File: config.mk
export PLATFORM = sky130hd
export DESIGN_NAME = pipe_hazard_ctrl
export DESIGN_NICKNAME = d
export VERILOG_FILES = /design/src/rtl/pipe_ctrl_pkg.sv /design/src/rtl/pipe_hazard_ctrl_sat_counter.sv /design/src/rtl/pipe_hazard_ctrl.sv
export SDC_FILE = /design/constraint.sdc
export NUM_CORES = 1
export LEC_CHECK = 0
export BUFFER_PORTS_ARGS = -buffer_cell sky130_fd_sc_hd__buf_2
export CORE_ASPECT_RATIO = 1.4
export CORE_MARGIN = 1
export CORE_UTILIZATION = 30
export CTS_BUF_LIST = sky130_fd_sc_hd__clkbuf_16
export DETAILED_ROUTE_END_ITERATION = 16
export PLACE_DENSITY = 0.49
export SETUP_SLACK_MARGIN = 0.5
export SLEW_MARGIN = 20
export SYNTH_ARGS = -nofsm -noshare
export SYNTH_HDL_FRONTEND = slang
export SYNTH_HIERARCHICAL = 1
export SYNTH_SLANG_ARGS = --single-unit
File: constraint.sdc
create_clock -name clk -period 1.7 [get_ports clk]
set_input_delay 0.17 -clock clk [delete_from_list [all_inputs] [get_ports clk]]
set_output_delay 0.17 -clock clk [all_outputs]
set_load 0.05 [all_outputs]
File: src/rtl/pipe_ctrl_pkg.sv
`default_nettype none
// ============================================================================
//  Module      : pipe_ctrl_pkg
//  Description : Shared types for the pipeline control slice: FSM state
//                encoding, register index width and the stage control bundle.
//  Revision    : 1.0  initial release
// ============================================================================
package pipe_ctrl_pkg;

   localparam int c_reg_idx_w = 4;

   typedef enum logic [0:0] {
      RUN      = 1'b0,
      MEM_WAIT = 1'b1
   } state_t;

   // Freeze/flush controls consumed by the stage registers
   typedef struct packed {
      logic freeze_pc;
      logic freeze_if_id;
      logic flush_if_id;
      logic flush_id_exe;
      logic freeze_id_exe;
      logic freeze_exe_mem;
      logic bubble_mem_wb;
   } ctrl_t;

   // True when an enabled producer writes register r
   function automatic logic reg_match(input logic en,
                                      input logic [c_reg_idx_w-1:0] dst,
                                      input logic [c_reg_idx_w-1:0] r);
      return en & (dst == r);
   endfunction

endpackage
`default_nettype wire

File: src/rtl/pipe_hazard_ctrl_sat_counter.sv
`default_nettype none
// ============================================================================
//  Module      : sat_counter
//  Description : Up counter that sticks at all-ones; synchronous clear,
//                asynchronous active-high reset.
//  Revision    : 1.0  initial release
// ============================================================================
module sat_counter #(
   parameter int W = 16
) (
   input  logic         clk,
   input  logic         rst,
   input  logic         clr,
   input  logic         inc,
   output logic [W-1:0] count
);

   // Increment until all-ones, then hold
   always_ff @(posedge clk or posedge rst) begin
      if (rst) begin
         count <= '0;
      end else if (clr) begin
         count <= '0;
      end else if (inc && (count != {W{1'b1}})) begin
         count <= count + 1'b1;
      end
   end

endmodule
`default_nettype wire

File: src/rtl/pipe_hazard_ctrl.sv
`default_nettype none
// ============================================================================
//  Module      : pipe_hazard_ctrl
//  Description : Pipeline freeze/flush control. Memory stall beats taken
//                branch beats data hazard. Keeps saturating stall/flush
//                statistics and a sticky memory timeout flag.
//                Build option: PIPE_FORWARDING_EN restricts hazards to
//                load-use on the EXE stage.
//  Revision    : 1.0  initial release
// ============================================================================
module pipe_hazard_ctrl
   import pipe_ctrl_pkg::*;
#(
   parameter int CNT_W       = 16,
   parameter int MEM_TIMEOUT = 64
) (
   input  logic             clk,
   input  logic             rst,
   input  logic [3:0]       src1,
   input  logic [3:0]       src2,
   input  logic             use_src1,
   input  logic             two_src,
   input  logic             exe_wb_en,
   input  logic             exe_mem_r_en,
   input  logic [3:0]       exe_dst,
   input  logic             mem_wb_en,
   input  logic [3:0]       mem_dst,
   input  logic             branch_taken,
   input  logic             mem_req,
   input  logic             mem_ready,
   output logic             freeze_pc,
   output logic             freeze_if_id,
   output logic             flush_if_id,
   output logic             flush_id_exe,
   output logic             freeze_id_exe,
   output logic             freeze_exe_mem,
   output logic             bubble_mem_wb,
   output logic             hazard,
   output logic             mem_timeout,
   output logic [CNT_W-1:0] stall_cnt,
   output logic [CNT_W-1:0] flush_cnt
);

   localparam int                c_wait_w  = $clog2(MEM_TIMEOUT + 1);
   localparam logic [c_wait_w-1:0] c_timeout = c_wait_w'(MEM_TIMEOUT);

   state_t              r_state;
   logic [c_wait_w-1:0] r_wait_cnt;
   logic [c_wait_w-1:0] w_wait_inc;
   logic                w_mem_stall;
   logic                w_match1;
   logic                w_match2;
   logic                w_hazard;
   logic                w_unused;
   ctrl_t               w_ctrl;

   assign w_mem_stall = mem_req & ~mem_ready;
   assign w_wait_inc  = r_wait_cnt + 1'b1;

`ifdef PIPE_FORWARDING_EN
   // Forwarding covers everything except a load still in EXE
   assign w_match1 = reg_match(exe_mem_r_en & exe_wb_en, exe_dst, src1);
   assign w_match2 = reg_match(exe_mem_r_en & exe_wb_en, exe_dst, src2);
   assign w_unused = mem_wb_en ^ (^mem_dst);
`else
   // Without forwarding any pending writer of a source must drain first
   assign w_match1 = reg_match(exe_wb_en, exe_dst, src1) | reg_match(mem_wb_en, mem_dst, src1);
   assign w_match2 = reg_match(exe_wb_en, exe_dst, src2) | reg_match(mem_wb_en, mem_dst, src2);
   assign w_unused = exe_mem_r_en;
`endif

   assign w_hazard = (use_src1 & w_match1) | (two_src & w_match2);

   // Prioritised control decode; everything is forced low while in reset
   always_comb begin
      w_ctrl = '0;
      if (!rst) begin
         if (w_mem_stall) begin
            w_ctrl.freeze_pc      = 1'b1;
            w_ctrl.freeze_if_id   = 1'b1;
            w_ctrl.freeze_id_exe  = 1'b1;
            w_ctrl.freeze_exe_mem = 1'b1;
            w_ctrl.bubble_mem_wb  = 1'b1;
         end else if (branch_taken) begin
            // ID instruction is killed, so its hazard no longer matters
            w_ctrl.flush_if_id  = 1'b1;
            w_ctrl.flush_id_exe = 1'b1;
         end else if (w_hazard) begin
            w_ctrl.freeze_pc    = 1'b1;
            w_ctrl.freeze_if_id = 1'b1;
            w_ctrl.flush_id_exe = 1'b1;
         end
      end
   end

   assign freeze_pc      = w_ctrl.freeze_pc;
   assign freeze_if_id   = w_ctrl.freeze_if_id;
   assign flush_if_id    = w_ctrl.flush_if_id;
   assign flush_id_exe   = w_ctrl.flush_id_exe;
   assign freeze_id_exe  = w_ctrl.freeze_id_exe;
   assign freeze_exe_mem = w_ctrl.freeze_exe_mem;
   assign bubble_mem_wb  = w_ctrl.bubble_mem_wb;
   assign hazard         = w_hazard & ~rst;

   // Memory wait FSM with wait-cycle counter and sticky timeout flag
   always_ff @(posedge clk or posedge rst) begin
      if (rst) begin
         r_state     <= RUN;
         r_wait_cnt  <= '0;
         mem_timeout <= 1'b0;
      end else begin
         case (r_state)
            RUN: begin
               r_wait_cnt <= '0;
               if (w_mem_stall) begin
                  r_state <= MEM_WAIT;
               end
            end
            MEM_WAIT: begin
               if (mem_ready) begin
                  r_state    <= RUN;
                  r_wait_cnt <= '0;
               end else if (r_wait_cnt != c_timeout) begin
                  r_wait_cnt <= w_wait_inc;
                  if (w_wait_inc == c_timeout) begin
                     mem_timeout <= 1'b1;
                  end
               end
            end
            default: begin
               r_state    <= RUN;
               r_wait_cnt <= '0;
            end
         endcase
      end
   end

   sat_counter #(.W(CNT_W)) u_stall_cnt (
      .clk   (clk),
      .rst   (rst),
      .clr   (1'b0),
      .inc   (w_ctrl.freeze_pc),
      .count (stall_cnt)
   );

   sat_counter #(.W(CNT_W)) u_flush_cnt (
      .clk   (clk),
      .rst   (rst),
      .clr   (1'b0),
      .inc   (w_ctrl.flush_if_id),
      .count (flush_cnt)
   );

endmodule
`default_nettype wire
==> results.sh, run 1 <==
export IMPL_die_h_um=113
export IMPL_synth_distinct_cells=43
export IMPL_place_congestion=0.868
export IMPL_slew_headroom_pct=62.4
export IMPL_r2r_end="u_stall_cnt/count[4]"
export IMPL_grt_pass1_wl_um=13600
export IMPL_core_area_sq_mm=0.00856
export IMPL_ir_worst_vdd_mv=0.402
export IMPL_fillers=727
export IMPL_path_buf_inv=1
export IMPL_antenna_found_initial=0
export IMPL_initial_utilization_pct=30.7
export IMPL_die_x_um=81.1
export IMPL_die_area_sq_mm=0.00915
export IMPL_place_ws_ns=-0.588
export IMPL_critPathLaunchType="primary input"
export IMPL_fin_util_pct=58.8
export IMPL_post_route_period_util_pct=119
export IMPL_cts_buffers=5
export IMPL_num_vias=2902
export IMPL_cp_top_family="simple AND/OR/NAND/NOR gates"
export IMPL_endpoint="u_stall_cnt/count[13]"
export IMPL_regToRegSetupSlack_ns=-0.08
export IMPL_clock_path_buffers=2
export IMPL_cp_depth=9
export IMPL_insertion_delay_ns=0.29
export IMPL_maxCapViolCount=0
export IMPL_final_net_count=478
export IMPL_viasPerCell=5.25
export IMPL_hpwl_um=5700
export IMPL_grt_pass1_vias=2891
export IMPL_drive_above_1_share_pct=64.7
export IMPL_drt_iter0_drc=85
export IMPL_yosys_top_cells_area="dfrtp_1 (39%), a21oi_1 (5.1%), xor2_1 (4.7%), nand3_1 (3.6%), or4_1 (3.4%)"
export IMPL_crit_arrival_ns=2.25
export IMPL_ff2ff_path_depth=6
export IMPL_grt_use_total_pct=19.1
export IMPL_wl_per_cell_um=16.0
export IMPL_crit_top_cell="nor4_4"
export IMPL_num_antenna_cells=0
export IMPL_crit_chain="buf_4 > xor2_2 > nor4_4 > nor4_4 > o21bai_4 > nand3_4 > or4_4 > or4_1 > a21oi_1"
export IMPL_yosysSeqAreaShare_pct=39.0
export IMPL_crit_path_end_kind="flip-flop"
export IMPL_synthesis_area_sq_mm=0.00263
export IMPL_cts_tree="yes"
export IMPL_root_buffer="clkbuf_16"
export IMPL_port_buffers=65
export IMPL_grt_overflow=0
export IMPL_drc=0
export IMPL_path_clk_slew_ns=0.06
export IMPL_placementRows=40
export IMPL_cts_htree_levels=2
export IMPL_ys_warn_count=6
export IMPL_syn_inst=291
export IMPL_setup_slack_ns=-0.330
export IMPL_power_leakage_nw=2.08
export IMPL_crit_required_ns=1.92
export IMPL_period_needed_ns=2.03
export IMPL_slowest_delay_ns=0.45
export IMPL_critPathMaxFanout=5
export IMPL_synth_top_cell_by_area="dfrtp_1"
export IMPL_ant_nets=0
export IMPL_min_path_type="in -> async"
export IMPL_synth_seq_cells=41
export IMPL_slowest_stage="or4_4"
export IMPL_r2r_start="u_stall_cnt/count[14]"
export IMPL_violations="negative setup slack"
export IMPL_dr_pass1_iters=4
export IMPL_slew_viol_final=0
export IMPL_grt_max_degree=20
export IMPL_fmax_ghz=0.493
export IMPL_rsz0062_at_grt="yes"
export IMPL_finalSetupViolCount=16
export IMPL_p_per_area_mw_per_mm2=498
export IMPL_register_area_sq_mm=0.00106
export IMPL_area_growth_pct=91.4
export IMPL_wirelength_um=8850
export IMPL_hold_viol=0
export IMPL_clock_skew_ns=0.00552
export IMPL_status="complete, but fails checks"
export IMPL_synthFlopType="dfrtp_1"
export IMPL_io_pins=67
export IMPL_synth_top_cell_area_share_pct=39.0
export IMPL_async_flop_share_pct=100
export IMPL_worstSetupStartpoint="exe_dst[1]"
export IMPL_multi_input_area_sq_mm=0.00215
export IMPL_worst_slew_pin_slew_ns=0.560
export IMPL_synth_most_common_cell="dfrtp_1"
export IMPL_synth_common_cells="dfrtp_1 (41), a21oi_1 (27), nand3_1 (19), nor2_1 (19), nand2_1 (17)"
export IMPL_syn_avg_cell_area_sq_um=9.04
export IMPL_synth_edff_count=0
export IMPL_crit_type="in -> reg"
export IMPL_cts_sinks=41
-- cell families (layout without fill, tap and decap cells) --
logic type / after synthesis / in the layout / synth area share [%]
compound gates: 57 / 57 / 13.3
xor+xnor: 22 / 22 / 7.33
fa+ha+maj: 5 / 5 / 2.38
buf+inv: 24 / 180 / 4.62
flops: 41 / 41 / 39.0
mux: 6 / 6 / 2.47
other cells: 1 / 2 / 0.143
simple gates: 135 / 135 / 30.8
-- metal layers --
layer / track usage, % / vias to the layer above / share of wire (%)
met5: 0 / - / 0
met4: 8.10 / 0 / 2.8
met3: 3.39 / 22 / 2.5
met2: 34.5 / 62 / 57
met1: 21.4 / 1429 / 38
li1: - / 1389 / -
-- worst reg2reg max path, delay by kind of cell (launching register included) --
kind	cells	cell delay, ns
and+or+nand+nor	2	0.60
buffers and inverters	2	0.42
DFF	1	0.40
AOI/OAI and AO/OA	2	0.28
-- state kept, by name, summed over array words and instances (netlist names) --
| name | flops |
|---|---|
| mem_timeout | 1 |
| r_wait_cnt | 7 |
| r_state | 1 |
| u_stall_cnt/count | 16 |
| u_flush_cnt/count | 16 |
-- worst min-delay path by stage --
stage                                 to  slack [ns]  depth (start not counted)
CTS                 u_flush_cnt/count[0]       0.007                          3
floorplan                    mem_timeout        0.01                          1
global route        u_flush_cnt/count[4]        0.03                          3
finish              u_flush_cnt/count[1]       0.002                          3
global placement           r_wait_cnt[2]        0.26                          3
detailed placement         r_wait_cnt[2]        0.25                          3
-- metrics by stage --
step	TNS (ns)	cells	power [mW]	hold slack, ns	instance area [sq um]
finish	-2.16	553	2.51	0.00161	5030
global route	-3.56	553	2.61	0.0299	5030
global placement	-6.88	509	1.28	0.255	3650
detailed placement	-7.63	509	1.29	0.249	3650
CTS	-1.72	533	2.44	0.00739	4340
floorplan	-7.32	292	1.19	0.0143	2850
-- cells in the final DEF (no fill, tap or decap), drive strengths merged, types with 12 or more instances in the layout --
cell,synthesis,final
inv,13,14
or4,16,16
nand2,18,18
nand3,21,21
a21oi,27,27
or3,14,14
nor2,20,20
dfrtp,41,41
nor4,12,12
xor2,14,14
buf,5,152
-- power breakdown --
group          internal, mW  switching (mW)
sequential            0.985          0.0120
clock                 0.684           0.409
combinational         0.188           0.228
-- timing repair --
action / in CTS / in global routing
setup buffers: 14 / 20
hold buffers: 2 / 0
gates resized for setup: 97 / 139
endpoints found under the setup margin: 69 / 71
pin swaps: 29 / 28
endpoints found under the hold margin: 9 / 0
-- layout make-up --
class                      count  share of cell area [%]
sequential                    41                    21.0
timing repair buffer         159                    29.5
tap                          105                    2.61
clock buffer                   5                    2.49
multi-input combinational    227                    42.6
clock inverter                 3                   0.746
inverter                      13                    1.02
No activity file was read; power rests on OpenSTA's default activity.
==> run 2, diff against run 1 <==
Settings changed: PLACE_DENSITY 0.49 to 0.47.
Clock period 1.7 ns to 2.6 ns, I/O delays scaled along.
==> run 2 against run 1 <==
  * Utilization down 20 points
  * Highest routed layer unchanged
  * The run now ends clean
  * Global-route usage decreased by 3.7 points
  * Largest cell class unchanged
  * Cell count shrank 16%
  * Combinational power is 62% lower
  * Largest power group is now registers
  * Design area shrank 35%
==> results.sh, run 2 (synthesis results as in run 1) <==
export IMPL_placementRows=40
export IMPL_status="completed"
export IMPL_die_area_sq_mm=0.00915
export IMPL_viasPerCell=5.35
export IMPL_wl_per_cell_um=14.0
export IMPL_maxCapViolCount=0
export IMPL_port_buffers=65
export IMPL_hpwl_um=4880
export IMPL_fin_cells=466
export IMPL_die_x_um=81.1
export IMPL_dr_pass1_iters=4
export IMPL_crit_arrival_ns=2.30
export IMPL_slew_viol_final=0
export IMPL_root_buffer="clkbuf_16"
export IMPL_regToRegSetupSlack_ns=0.71
export IMPL_layout_commonest_cell="buf_2"
export IMPL_path_clk_slew_ns=0.06
export IMPL_grt_pass1_vias=2389
export IMPL_finalSetupViolCount=0
export IMPL_ant_nets=0
export IMPL_critPathMaxFanout=9
export IMPL_period_needed_ns=2.10
export IMPL_clock_path_buffers=2
export IMPL_initial_utilization_pct=30.7
export IMPL_place_congestion=0.767
export IMPL_hold_slack_ns=0.0713
export IMPL_cts_buffers=5
export IMPL_post_route_period_util_pct=80.6
export IMPL_drive_above_1_share_pct=31.0
export IMPL_area_growth_pct=24.9
export IMPL_fmax_ghz=0.477
export IMPL_critPathLaunchType="primary input"
export IMPL_num_vias=2491
export IMPL_core_area_sq_mm=0.00856
export IMPL_crit_type="in -> reg"
export IMPL_ff2ff_path_depth=4
export IMPL_hold_viol=0
export IMPL_cts_htree_levels=2
export IMPL_tns_ns=0
export IMPL_worst_slew_pin_slew_ns=0.639
export IMPL_num_antenna_cells=0
export IMPL_slew_headroom_pct=57.1
export IMPL_grt_max_degree=20
export IMPL_final_net_count=392
export IMPL_rsz0062_at_grt="yes"
export IMPL_die_h_um=113
export IMPL_crit_path_end_kind="flip-flop"
export IMPL_grt_use_total_pct=15.5
export IMPL_ir_worst_vdd_mv=0.241
export IMPL_crit_required_ns=2.81
export IMPL_clock_skew_ns=0.00839
export IMPL_grt_overflow=0
export IMPL_grt_pass1_wl_um=11200
export IMPL_layout_common_cells="buf_2 (65), dfrtp_1 (37), a21oi_1 (26), nor2_1 (19), nand3_1 (18)"
export IMPL_drt_iter0_drc=78
export IMPL_cts_tree="yes"
export IMPL_wirelength_um=6540
export IMPL_antenna_found_initial=0
export IMPL_top_regs="u_flush_cnt/count (16), u_stall_cnt/count (16), r_wait_cnt (7)"
export IMPL_p_per_area_mw_per_mm2=426
export IMPL_fillers=868
export IMPL_power_leakage_nw=1.41
export IMPL_r2r_start="u_flush_cnt/count[2]"
export IMPL_r2r_end="u_flush_cnt/count[13]"
export IMPL_placedCellCount=456
export IMPL_io_pins=67
export IMPL_cts_sinks=41
export IMPL_insertion_delay_ns=0.28
export IMPL_min_path_type="in -> async"
export IMPL_drc=0
run 2: cell count changes in the layout (fill, tap and decap cells not counted), moves of 16 or more:
cell     change
dfrtp_1     +20
buf_2       +47
buf_4       -61
a21oi_1     +16
buf_6       -50
dfrtp_2     -19
run 2: cell type report:
cell class	instances	area, sq um	share of cell area (%)
clock buffers	5	125	3.81
clock inverters	2	8.76	0.267
repair buffers	73	392	11.9
flip-flops and latches	41	1030	31.4
multi-input cells	227	1550	47.1
inverters	13	48.8	1.49
well taps	105	131	4.00
run 2: power breakdown:
part | leakage [nW] | total, mW | switching [mW] | internal, mW
Clock | 0.0709 | 0.586 | 0.241 | 0.345
Combinational | 0.776 | 0.160 | 0.106 | 0.0541
Sequential | 0.558 | 0.652 | 0.00818 | 0.644
Total | 1.41 | 1.40 | 0.355 | 1.04
run 2: through the flow:
stage | utilization [%] | power (mW) | area (sq um) | setup WS, ns
finish | 38.4 | 1.40 | 3280 | 0.504
detailed placement | 36.1 | 0.816 | 3090 | 0.175
floorplan | - | 0.769 | 2680 | -0.109
CTS | 38.3 | 1.42 | 3280 | 0.482
global placement | 36.1 | 0.815 | 3090 | 0.196
global route | 38.4 | 1.46 | 3280 | 0.366
run 2: worst max-delay path, cell delays in order:
cell and delay, ns:
buf_2 0.12, xor2_1 0.17, nor4_2 0.31, nor4_2 0.10, o21bai_2 0.22, buf_6 0.17
nand3_1 0.07, or4_1 0.42, or3_1 0.32, a21oi_1 0.14
run 2: worst max-delay path by stage:
stage	startpoint	cells after the start	endpoint	slack, ns
after floorplan	mem_dst[1]	9	u_stall_cnt/count[13]	-0.11
after global placement	src1[3]	10	u_stall_cnt/count[12]	0.20
after detailed placement	mem_dst[1]	10	u_stall_cnt/count[12]	0.17
after CTS	mem_dst[1]	10	u_stall_cnt/count[12]	0.48
after global routing	src1[1]	10	u_stall_cnt/count[12]	0.37
final	mem_dst[1]	10	u_stall_cnt/count[12]	0.50
run 2: metal layers:
metal	up-vias	track usage [%]	wire length (um)
met2	80	26.4	3320
li1	1217	-	-
met1	1184	19.0	2800
met4	0	5.60	140
met3	10	2.74	278
met5	-	0	0
run 2: repair_timing:
action / CTS / global route
endpoints found under the hold margin: 4 / 0
hold buffers: 1 / 0
gates resized for setup: 6 / 1
setup buffers: 2 / 0
pin swaps: 1 / 1
setup endpoints to repair: 2 / 4
